**config.mk**
```make
export PLATFORM = sky130hd
export DESIGN_NAME = hack_boot_loader
export DESIGN_NICKNAME = d
export VERILOG_FILES = /design/src/rtl/hack_pkg.sv /design/src/rtl/hack_timeout_ctr.sv /design/src/rtl/hack_boot_loader.sv
export SDC_FILE = /design/constraint.sdc
export NUM_CORES = 1
export LEC_CHECK = 0
export ABC_AREA = 1
export CAP_MARGIN = 20
export CORE_UTILIZATION = 49
export CTS_BUF_LIST = sky130_fd_sc_hd__clkbuf_8
export DETAILED_ROUTE_END_ITERATION = 12
export PLACE_DENSITY = 0.72
export SLEW_MARGIN = 40
export SYNTH_ARGS = -nofsm -noshare
export SYNTH_HDL_FRONTEND = slang
export SYNTH_SLANG_ARGS = --single-unit
```
**constraint.sdc**
```tcl
create_clock -name clk -period 3.1 [get_ports clk]
set_clock_uncertainty 0.2 [all_clocks]
set_input_delay 0.62 -clock clk [delete_from_list [all_inputs] [get_ports clk]]
set_output_delay 0.62 -clock clk [all_outputs]
set_load 0.005 [all_outputs]
```
**src/rtl/hack_pkg.sv**
```systemverilog
// Shared definitions for the CPU16 boot-loader slice.
//   HACK_ADDR_W / HACK_DATA_W : instruction ROM geometry (matches CPU16 pc / word width)
//   ld_state_e                : boot-loader FSM states
//   ld_takes_byte / ld_is_busy: state classification helpers
package hack_pkg;

  localparam int unsigned HACK_ADDR_W = 15;
  localparam int unsigned HACK_DATA_W = 16;

  typedef enum logic [3:0] {
    LD_IDLE,
    LD_LEN_HI,
    LD_LEN_LO,
    LD_DATA_HI,
    LD_DATA_LO,
    LD_WRITE,
    LD_CHECK,
    LD_DONE,
    LD_ERROR
  } ld_state_e;

  // States in which the loader is waiting for a stream byte.
  function automatic logic ld_takes_byte(input ld_state_e s);
    return (s == LD_LEN_HI) || (s == LD_LEN_LO) || (s == LD_DATA_HI) ||
           (s == LD_DATA_LO) || (s == LD_CHECK);
  endfunction

  // A load is in progress from the first length byte through the checksum.
  function automatic logic ld_is_busy(input ld_state_e s);
    return ld_takes_byte(s) || (s == LD_WRITE);
  endfunction

endpackage

```
**src/rtl/hack_timeout_ctr.sv**
```systemverilog
// Idle-cycle watchdog for the boot loader.
//   clk, rst   : clock, asynchronous active-high reset
//   clear_i    : restart the count (byte accepted or new waiting state entered)
//   enable_i   : loader is waiting for a byte this cycle
//   expired_o  : this waiting cycle is the LIMIT-th one; LIMIT = 0 never expires
module hack_timeout_ctr #(
  parameter int unsigned LIMIT = 65535
) (
  input  logic clk,
  input  logic rst,
  input  logic clear_i,
  input  logic enable_i,
  output logic expired_o
);

  localparam int unsigned CW = (LIMIT < 2) ? 1 : $clog2(LIMIT);

  logic [CW-1:0] cnt_q, cnt_d;

  // Flag on the cycle whose edge would complete LIMIT waiting cycles, so the
  // loader lands in ERROR exactly LIMIT cycles after it started waiting.
  assign expired_o = (LIMIT != 0) && enable_i && (cnt_q == CW'(LIMIT - 1));

  always_comb begin
    cnt_d = cnt_q;
    if (clear_i) begin
      cnt_d = '0;
    end else if (enable_i && !expired_o) begin
      cnt_d = cnt_q + CW'(1);
    end
  end

  always_ff @(posedge clk or posedge rst) begin
    if (rst) begin
      cnt_q <= '0;
    end else begin
      cnt_q <= cnt_d;
    end
  end

endmodule

```
**src/rtl/hack_boot_loader.sv**
```systemverilog
// CPU16 boot loader: receives a framed program image from a byte stream, writes
// it into the instruction ROM and releases the CPU only after the XOR checksum
// matches.
//   Frame: LEN_HI LEN_LO, N x (hi lo), CSUM (XOR of all preceding bytes)
//   clk, rst            : clock, asynchronous active-high reset
//   start               : begin a load (ignored while busy)
//   rx_data/rx_valid    : stream byte in, transferred when rx_valid & rx_ready
//   rx_ready            : loader is waiting for a byte
//   rom_addr/wdata/we   : instruction ROM write port, one-cycle strobe per word
//   cpu_rst             : CPU16 reset, low only once the image is verified
//   busy/done/error     : load status
module hack_boot_loader
  import hack_pkg::*;
#(
  parameter int unsigned ADDR_W  = HACK_ADDR_W,
  parameter int unsigned DATA_W  = HACK_DATA_W,
  parameter int unsigned TIMEOUT = 65535
) (
  input  logic              clk,
  input  logic              rst,
  input  logic              start,
  input  logic [7:0]        rx_data,
  input  logic              rx_valid,
  output logic              rx_ready,
  output logic [ADDR_W-1:0] rom_addr,
  output logic [DATA_W-1:0] rom_wdata,
  output logic              rom_we,
  output logic              cpu_rst,
  output logic              busy,
  output logic              done,
  output logic              error
);

  localparam int unsigned MAX_WORDS = 1 << ADDR_W;

  ld_state_e         state_q, state_d;
  logic [7:0]        hi_q, hi_d;
  logic [15:0]       rem_q, rem_d;
  logic [7:0]        csum_q, csum_d;
  logic [ADDR_W-1:0] rom_addr_q, rom_addr_d;
  logic [DATA_W-1:0] rom_wdata_q, rom_wdata_d;
  logic              rom_we_q, rom_we_d;
  logic              rx_ready_q, rx_ready_d;
  logic              busy_q, busy_d;
  logic              done_q, done_d;
  logic              error_q, error_d;
  logic              cpu_rst_q, cpu_rst_d;

  logic        xfer;
  logic [15:0] len_w;
  logic        tmo_clear, tmo_enable, tmo_expired;

  assign xfer  = rx_valid && rx_ready_q;
  // hi_q holds LEN_HI while in LEN_LO, so the full count is available on the LEN_LO byte.
  assign len_w = {hi_q, rx_data};

  assign tmo_enable = ld_takes_byte(state_q) && !xfer;
  assign tmo_clear  = xfer || (state_d != state_q);

  hack_timeout_ctr #(
    .LIMIT(TIMEOUT)
  ) u_timeout (
    .clk      (clk),
    .rst      (rst),
    .clear_i  (tmo_clear),
    .enable_i (tmo_enable),
    .expired_o(tmo_expired)
  );

  always_comb begin
    state_d     = state_q;
    hi_d        = hi_q;
    rem_d       = rem_q;
    csum_d      = xfer ? (csum_q ^ rx_data) : csum_q;
    rom_addr_d  = rom_addr_q;
    rom_wdata_d = rom_wdata_q;

    unique case (state_q)
      LD_IDLE, LD_DONE, LD_ERROR: begin
        if (start) begin
          state_d    = LD_LEN_HI;
          rom_addr_d = '0;
          csum_d     = '0;
        end
      end
      LD_LEN_HI: begin
        if (xfer) begin
          hi_d    = rx_data;
          state_d = LD_LEN_LO;
        end
      end
      LD_LEN_LO: begin
        if (xfer) begin
          rem_d = len_w;
          if (len_w == 16'd0) begin
            state_d = LD_CHECK;
          end else if (32'(len_w) > MAX_WORDS) begin
            state_d = LD_ERROR;
          end else begin
            state_d = LD_DATA_HI;
          end
        end
      end
      LD_DATA_HI: begin
        if (xfer) begin
          hi_d    = rx_data;
          state_d = LD_DATA_LO;
        end
      end
      LD_DATA_LO: begin
        if (xfer) begin
          rom_wdata_d = DATA_W'({hi_q, rx_data});
          state_d     = LD_WRITE;
        end
      end
      LD_WRITE: begin
        rom_addr_d = rom_addr_q + ADDR_W'(1);
        rem_d      = rem_q - 16'd1;
        state_d    = (rem_q == 16'd1) ? LD_CHECK : LD_DATA_HI;
      end
      LD_CHECK: begin
        if (xfer) begin
          state_d = (rx_data == csum_q) ? LD_DONE : LD_ERROR;
        end
      end
      default: state_d = LD_IDLE;
    endcase

    // Expiry is only raised on a waiting cycle without a transfer.
    if (tmo_expired) begin
      state_d = LD_ERROR;
    end

    // Outputs are registered from the next state so they line up with state_q.
    rom_we_d   = (state_d == LD_WRITE);
    rx_ready_d = ld_takes_byte(state_d);
    busy_d     = ld_is_busy(state_d);
    done_d     = (state_d == LD_DONE);
    error_d    = (state_d == LD_ERROR);
    cpu_rst_d  = (state_d != LD_DONE);
  end

  always_ff @(posedge clk or posedge rst) begin
    if (rst) begin
      state_q     <= LD_IDLE;
      hi_q        <= '0;
      rem_q       <= '0;
      csum_q      <= '0;
      rom_addr_q  <= '0;
      rom_wdata_q <= '0;
      rom_we_q    <= 1'b0;
      rx_ready_q  <= 1'b0;
      busy_q      <= 1'b0;
      done_q      <= 1'b0;
      error_q     <= 1'b0;
      cpu_rst_q   <= 1'b1;
    end else begin
      state_q     <= state_d;
      hi_q        <= hi_d;
      rem_q       <= rem_d;
      csum_q      <= csum_d;
      rom_addr_q  <= rom_addr_d;
      rom_wdata_q <= rom_wdata_d;
      rom_we_q    <= rom_we_d;
      rx_ready_q  <= rx_ready_d;
      busy_q      <= busy_d;
      done_q      <= done_d;
      error_q     <= error_d;
      cpu_rst_q   <= cpu_rst_d;
    end
  end

  assign rx_ready  = rx_ready_q;
  assign rom_addr  = rom_addr_q;
  assign rom_wdata = rom_wdata_q;
  assign rom_we    = rom_we_q;
  assign cpu_rst   = cpu_rst_q;
  assign busy      = busy_q;
  assign done      = done_q;
  assign error     = error_q;

endmodule

```
==> results of run 1 <==
-- registers in the layout, summed over array words and instances (netlist names) --
register and count:
rem_q 16, rom_wdata 16, u_timeout.cnt_q 16, rom_addr 15, csum_q 8, hi_q 8, state_q 4, busy 1
cpu_rst 1, done 1, error 1, rom_we 1, rx_ready 1
-- Yosys cell counts (2+ instances only) --
library cell    n  share of area
o211ai_1        5         0.0077
o311ai_0        2         0.0036
o22ai_1         2         0.0026
inv_2           4         0.0031
xnor2_1         6          0.011
nor2_2          4         0.0051
xor2_1         16          0.029
nor4_1          5         0.0064
nand2_2         4         0.0051
ha_1            5          0.013
nand3b_1        4         0.0061
nor2_4         16          0.037
nand3_1        38          0.039
a22oi_1         3         0.0046
a31oi_1         3         0.0038
o21bai_1        2         0.0031
a21oi_1        12          0.012
o21ai_0        63          0.064
nor2_1         60          0.046
buf_6           2         0.0046
nor4_2          2         0.0051
inv_1          66          0.051
nand2_1       158           0.12
nor3_1          5         0.0051
clkbuf_1       14          0.011
nand4_1         8          0.010
nand3_2         2         0.0041
dfrtp_1        88           0.45
-- worst min-delay path by stage --
stage	from	endpoint	slack [ps]	depth (start not counted)
detailed placement	rom_wdata[9]	rom_wdata[9]	270	2
global placement	rom_wdata[14]	rom_wdata[14]	260	2
finish	rom_wdata[9]	rom_wdata[9]	280	2
global route	rom_wdata[9]	rom_wdata[9]	300	2
floorplan	rom_wdata[9]	rom_wdata[9]	270	2
CTS	rom_wdata[9]	rom_wdata[9]	290	2
-- cell type report --
cell class | count | area [sq um] | share of cell area
multi-input combinational | 437 | 2290 | 0.393
inverter | 71 | 270 | 0.0464
clock inverter | 7 | 86.3 | 0.0148
tap | 133 | 166 | 0.0286
clock buffer | 9 | 124 | 0.0213
sequential | 89 | 2230 | 0.383
timing repair buffer | 62 | 656 | 0.113
-- kinds of logic after synthesis --
family	synth area share
simple gates	0.301
compound gates	0.113
buf+inv	0.0765
flops	0.455
xor+xnor	0.0394
fa+ha+maj	0.0128
mux	0.00205
-- worst min-delay path, stage by stage, from the launching register on --
cell and delay (ps):
dfrtp_1 350, nand2_1 60, nand2_1 50
-- placed cells by master (no fill, tap or decap), types with 6 or more instances in the layout --
cell and count:
clkdlybuf4s50_1 48, a21oi_1 12, nor2_4 16, inv_1 66, xor2_1 16, xnor2_1 6
buf_4 9, dfrtp_1 88, nand2_1 158, o21ai_0 63, nor2_1 60, nand4_1 8
clkbuf_8 9, nand3_1 38
-- power by group through the flow --
stage | logic, mW | clock network (mW) | registers (mW)
6_report | 2.06 | 0.854 | 1.79
5_1_grt | 2.35 | 0.920 | 1.84
4_1_cts | 2.07 | 0.876 | 1.79
3_5_place_dp | 2.06 | 0 | 1.81
3_3_place_gp | 2.01 | 0 | 1.80
2_1_floorplan | 1.44 | 0 | 1.73
-- metal layers --
| metal | routed length (um) | vias up | global-route usage |
|---|---|---|---|
| li1 | - | 2090 | - |
| met1 | 5280 | 2016 | 0.324 |
| met2 | 5220 | 100 | 0.384 |
| met3 | 428 | 16 | 0.0369 |
| met4 | 235 | 0 | 0.0967 |
| met5 | 0 | - | 0 |
-- stage by stage --
stage               cells  cell area, sq um  worst slack, ps  power, mW
global route          808              5820              337       5.11
CTS                   807              5790              599       4.73
global placement      791              5580              259       3.81
detailed placement    791              5580              219       3.87
finish                808              5820              573       4.70
floorplan             616              4900              861       3.17
==> impl_metrics.tcl, run 1 <==
set metrics [dict create \
    syn_area_per_cell_sq_um 7.94 \
    path_cells "clkdlybuf4s50_1 > inv_1 > nand2_1 > nand2_1 > nand2_1 > nor2_1 > nand3_1 > nand2_1 > nand2_1 > nand3_1 > a21oi_1 > nor2_4 > nand2_4 > buf_12 > nor2_1" \
    gr-total-overflow 0 \
    start_kind "input port" \
    fill_cells 911 \
    drive_above_1_share 0.0993 \
    area_delta_synth_final_pct 19.0 \
    worstPathRequired_ps 3160 \
    dr_total_vias 4222 \
    startpoint "rx_data[1]" \
    cts_max_level 3 \
    die_area_sq_mm 0.0104 \
    num_rows 36 \
    ctsResizeCount 0 \
    synth_ff_type "dfrtp_1" \
    reg2regPathDepth 14 \
    power.share.switching 0.409 \
    post-route-period-util 0.815 \
    cap_violations 0 \
    vdd_drop_max_mv 0.386 \
    drt_iter0_drc 243 \
    dp_hpwl_mm 8.32 \
    core-area_sq_mm 0.00973 \
    final_core_util 0.598 \
    synthCells 616 \
    viasPerCell 5.23 \
    critPathKind "input port to flip-flop" \
    ant_nets 0 \
    internal-power_mw 2.78 \
    hold_viol 0 \
    maxSlewHeadroom 0.585 \
    postCtsSetupRepairBufs 0 \
    start_util 0.503 \
    fin_tns_setup_ps 0 \
    yosysSeqAreaShare 0.455 \
    die_h_um 102 \
    cts_tree "done" \
    drt_first_pass_iters 5 \
    worstMarginPinSlew_ps 617 \
    cts_buffers 9 \
    cp-end-kind "flip-flop" \
    clkPwrFrac 0.182 \
    place.port_buffers 48 \
    min_period_ps 2530 \
    ioPinCount 49 \
    p_seq_frac 0.381 \
    postCtsHoldBufs 0 \
    cp_slowest_cell "clkdlybuf4s50_1" \
    cp.arrival_ps 2580 \
    grt_usage 0.239 \
    p_switching_mw 1.92 \
    syn-num-nets 633 \
    clk_path_buf_depth 2 \
    chipWidth_um 102 \
    gp_congestion 0.945 \
    status "finished, final reports clean" \
    cp_max_fo 8 \
    maxClockFrequency_ghz 0.396 \
    leakagePower_nw 2.64 \
    antenna_cells 0 \
    r2r_start "state_q[3]" \
    synth.ff_latch_count 89 \
    slew_viol_final 0 \
    endpoint "u_timeout.cnt_q[9]" \
    ys_warn_count 0 \
    reg2reg_slack_ps 830 \
    yosys.cell_types.count 45 \
    path_buf_inv 3 \
    reg2reg_to "u_timeout.cnt_q[9]" \
    setup-violations-final 0 \
    totalWireLength_mm 11.2 \
    nets 687 \
    grt_setup_unrepaired "false" \
    async_flop_share 1.00 \
    clock_insertion_delay_worst_skew_ps 360 \
    grt_first_pass_wirelength_mm 19.2 \
    drc 0 \
    crit_family "simple AND/OR/NAND/NOR gates" \
    p_per_area_mw_per_mm2 808 \
    grt_pass1_vias 4144 \
    cts.sinks 89 \
    min_path_type "flip-flop to flip-flop" \
    mappedNetlistArea_sq_mm 0.00489 \
    synth-edff-count 0 \
    avgRoutedWirePerCell_um 13.8 \
    path_depth 15 \
    p_comb_frac 0.437 \
    antenna_found_initial 0 \
    grt_max_degree 33 \
    cts-root-buf "clkbuf_8" \
    cp_common_cell "nand2_1" \
    slowest_delay_ps 550 \
    hold_slack_ps 281 \
    clk_pin_slew_worst_paths_ps 80 \
]
No activity file was read; power rests on OpenSTA's default activity.
==> run 2: changes to the inputs <==
==> constraint.sdc (replaced) <==
create_clock -name clk -period 2.3 [get_ports clk]
set_clock_uncertainty 0.2 [all_clocks]
set_input_delay 0.46 -clock clk [delete_from_list [all_inputs] [get_ports clk]]
set_output_delay 0.46 -clock clk [all_outputs]
set_load 0.005 [all_outputs]
==> run 2 against run 1 <==
  * Count of clock-buffer cells in the layout is 3 higher
  * Global-route usage increased by 0.79 points
  * Via count rose by 4.5%
  * Hold slack improved by 6.9 ps
  * Die area stayed put
  * Non-clock buffer count is 46 higher
  * Sequential share of layout area fell by 2.4 points
==> impl_metrics.tcl, run 2 (same netlist as run 1, synthesis figures left out) <==
set metrics [dict create \
    status "finished, final reports clean" \
    chipWidth_um 102 \
    wirelength_met1_mm 5.41 \
    setup-violations-final 0 \
    p_per_area_mw_per_mm2 1070 \
    leakagePower_nw 2.93 \
    dr_total_vias 4413 \
    dp_hpwl_mm 8.90 \
    drive_above_1_share 0.182 \
    postCtsHoldBufs 0 \
    grt_setup_unrepaired "false" \
    maxClockFrequency_ghz 0.471 \
    num_rows 36 \
    core-area_sq_mm 0.00973 \
    clk_path_buf_depth 2 \
    gr-total-overflow 0 \
    met2_length_mm 5.68 \
    multi_input_area_sq_mm 0.00236 \
    clk_pin_slew_worst_paths_ps 80 \
    cp-end-kind "flip-flop" \
    post-route-period-util 0.923 \
    cts_buffers 9 \
    start_util 0.503 \
    cts.sinks 89 \
    cap_violations 0 \
    stdcell_count 853 \
    min_period_ps 2120 \
    worstPathRequired_ps 2340 \
    area_delta_synth_final_pct 27.2 \
    dp.cells 834 \
    min_path_type "flip-flop to flip-flop" \
    grt_first_pass_wirelength_mm 19.9 \
    gp_congestion 0.925 \
    hold_depth 2 \
    start_kind "flip-flop" \
    clock_insertion_delay_worst_skew_ps 350 \
    totalWireLength_mm 11.9 \
    vdd_drop_max_mv 0.478 \
    dr_wl_met3_um 662 \
    maxSlewHeadroom 0.592 \
    grt_usage 0.247 \
    drt_iter0_drc 244 \
    reg2regPathDepth 10 \
    mostFrequentLayoutCell "nand2_1" \
    cp_max_fo 6 \
    cp.arrival_ps 2160 \
    power_mw 6.64 \
    dr.max_layer_used "met4" \
    grt_pass1_vias 4244 \
    hold_viol 0 \
    cts_tree "done" \
    die_area_sq_mm 0.0104 \
    cts-root-buf "clkbuf_8" \
    die_h_um 102 \
    drc 0 \
    worstMarginPinSlew_ps 606 \
    place.port_buffers 48 \
    cts_max_level 3 \
    fill_cells 872 \
    ioPinCount 49 \
    nets 733 \
    final_cell_mix "156 x nand2_1, 85 x dfrtp_1, 64 x inv_1" \
    grt_max_degree 32 \
    avgRoutedWirePerCell_um 13.9 \
    register_area_sq_mm 0.00223 \
    antenna_cells 0 \
    antenna_found_initial 0 \
    drt_first_pass_iters 4 \
    ant_nets 0 \
    viasPerCell 5.17 \
    slew_viol_final 0 \
    critPathKind "flip-flop to flip-flop" \
]
[run 2: stage by stage]
stage | hold slack [ps] | util | area [sq um] | TNS, ps | worst slack (ps)
global placement | 263 | 0.607 | 5910 | -7880 | -380
global route | 302 | 0.639 | 6220 | 0 | 28.0
finish | 288 | 0.639 | 6220 | 0 | 176
detailed placement | 266 | 0.607 | 5910 | -9540 | -438
CTS | 288 | 0.627 | 6100 | 0 | 10.7
floorplan | 272 | - | 4900 | 0 | 221
[run 2: worst max-delay path: stages, from the launching register on]
cell	delay, ps
dfrtp_1	430
inv_1	80
ha_1	130
inv_1	80
nor4_2	320
nand2_1	100
nand2_2	170
nor2_1	90
buf_4	140
xnor2_1	220
nor2_4	60
[run 2: what timing repair did]
item                                    4_1_cts  5_1_grt
resized for setup                             4       27
buffers inserted                              0        4
endpoints found under the setup margin       16       23
pin swaps                                     0        9
hold endpoints to repair                      0        0
[run 2: final timing paths]
| check | startpoint | to | slack [ps] |
|---|---|---|---|
| max in group asynchronous | rst | rom_wdata[7] | 1080 |
| max reg2reg | u_timeout.cnt_q[0] | u_timeout.cnt_q[5] | 180 |
| min in group asynchronous | rst | u_timeout.cnt_q[9] | 310 |
| min reg2reg | rom_wdata[3] | rom_wdata[3] | 290 |
| max | u_timeout.cnt_q[0] | u_timeout.cnt_q[5] | 180 |
| min | rom_wdata[3] | rom_wdata[3] | 290 |
[run 2: layout make-up]
| type | instances | area share |
|---|---|---|
| Multi-Input combinational cell | 437 | 0.380 |
| Sequential cell | 89 | 0.359 |
| Timing Repair Buffer | 108 | 0.161 |
| Inverter | 71 | 0.0438 |
| Tap cell | 133 | 0.0267 |
| Clock buffer | 12 | 0.0265 |
| Clock inverter | 3 | 0.00382 |
[run 2: layer usage]
| layer | vias to the layer above | global-route usage |
|---|---|---|
| met2 | 140 | 0.416 |
| met3 | 10 | 0.0404 |
| met4 | 0 | 0.0692 |
| li1 | 2184 | - |
| met5 | - | 0 |
| met1 | 2079 | 0.330 |
[run 2: power breakdown]
group          switching, mW  internal, mW
Clock                  0.566         0.480
Sequential             0.415          2.02
Combinational           1.75          1.40
Total                   2.74          3.90
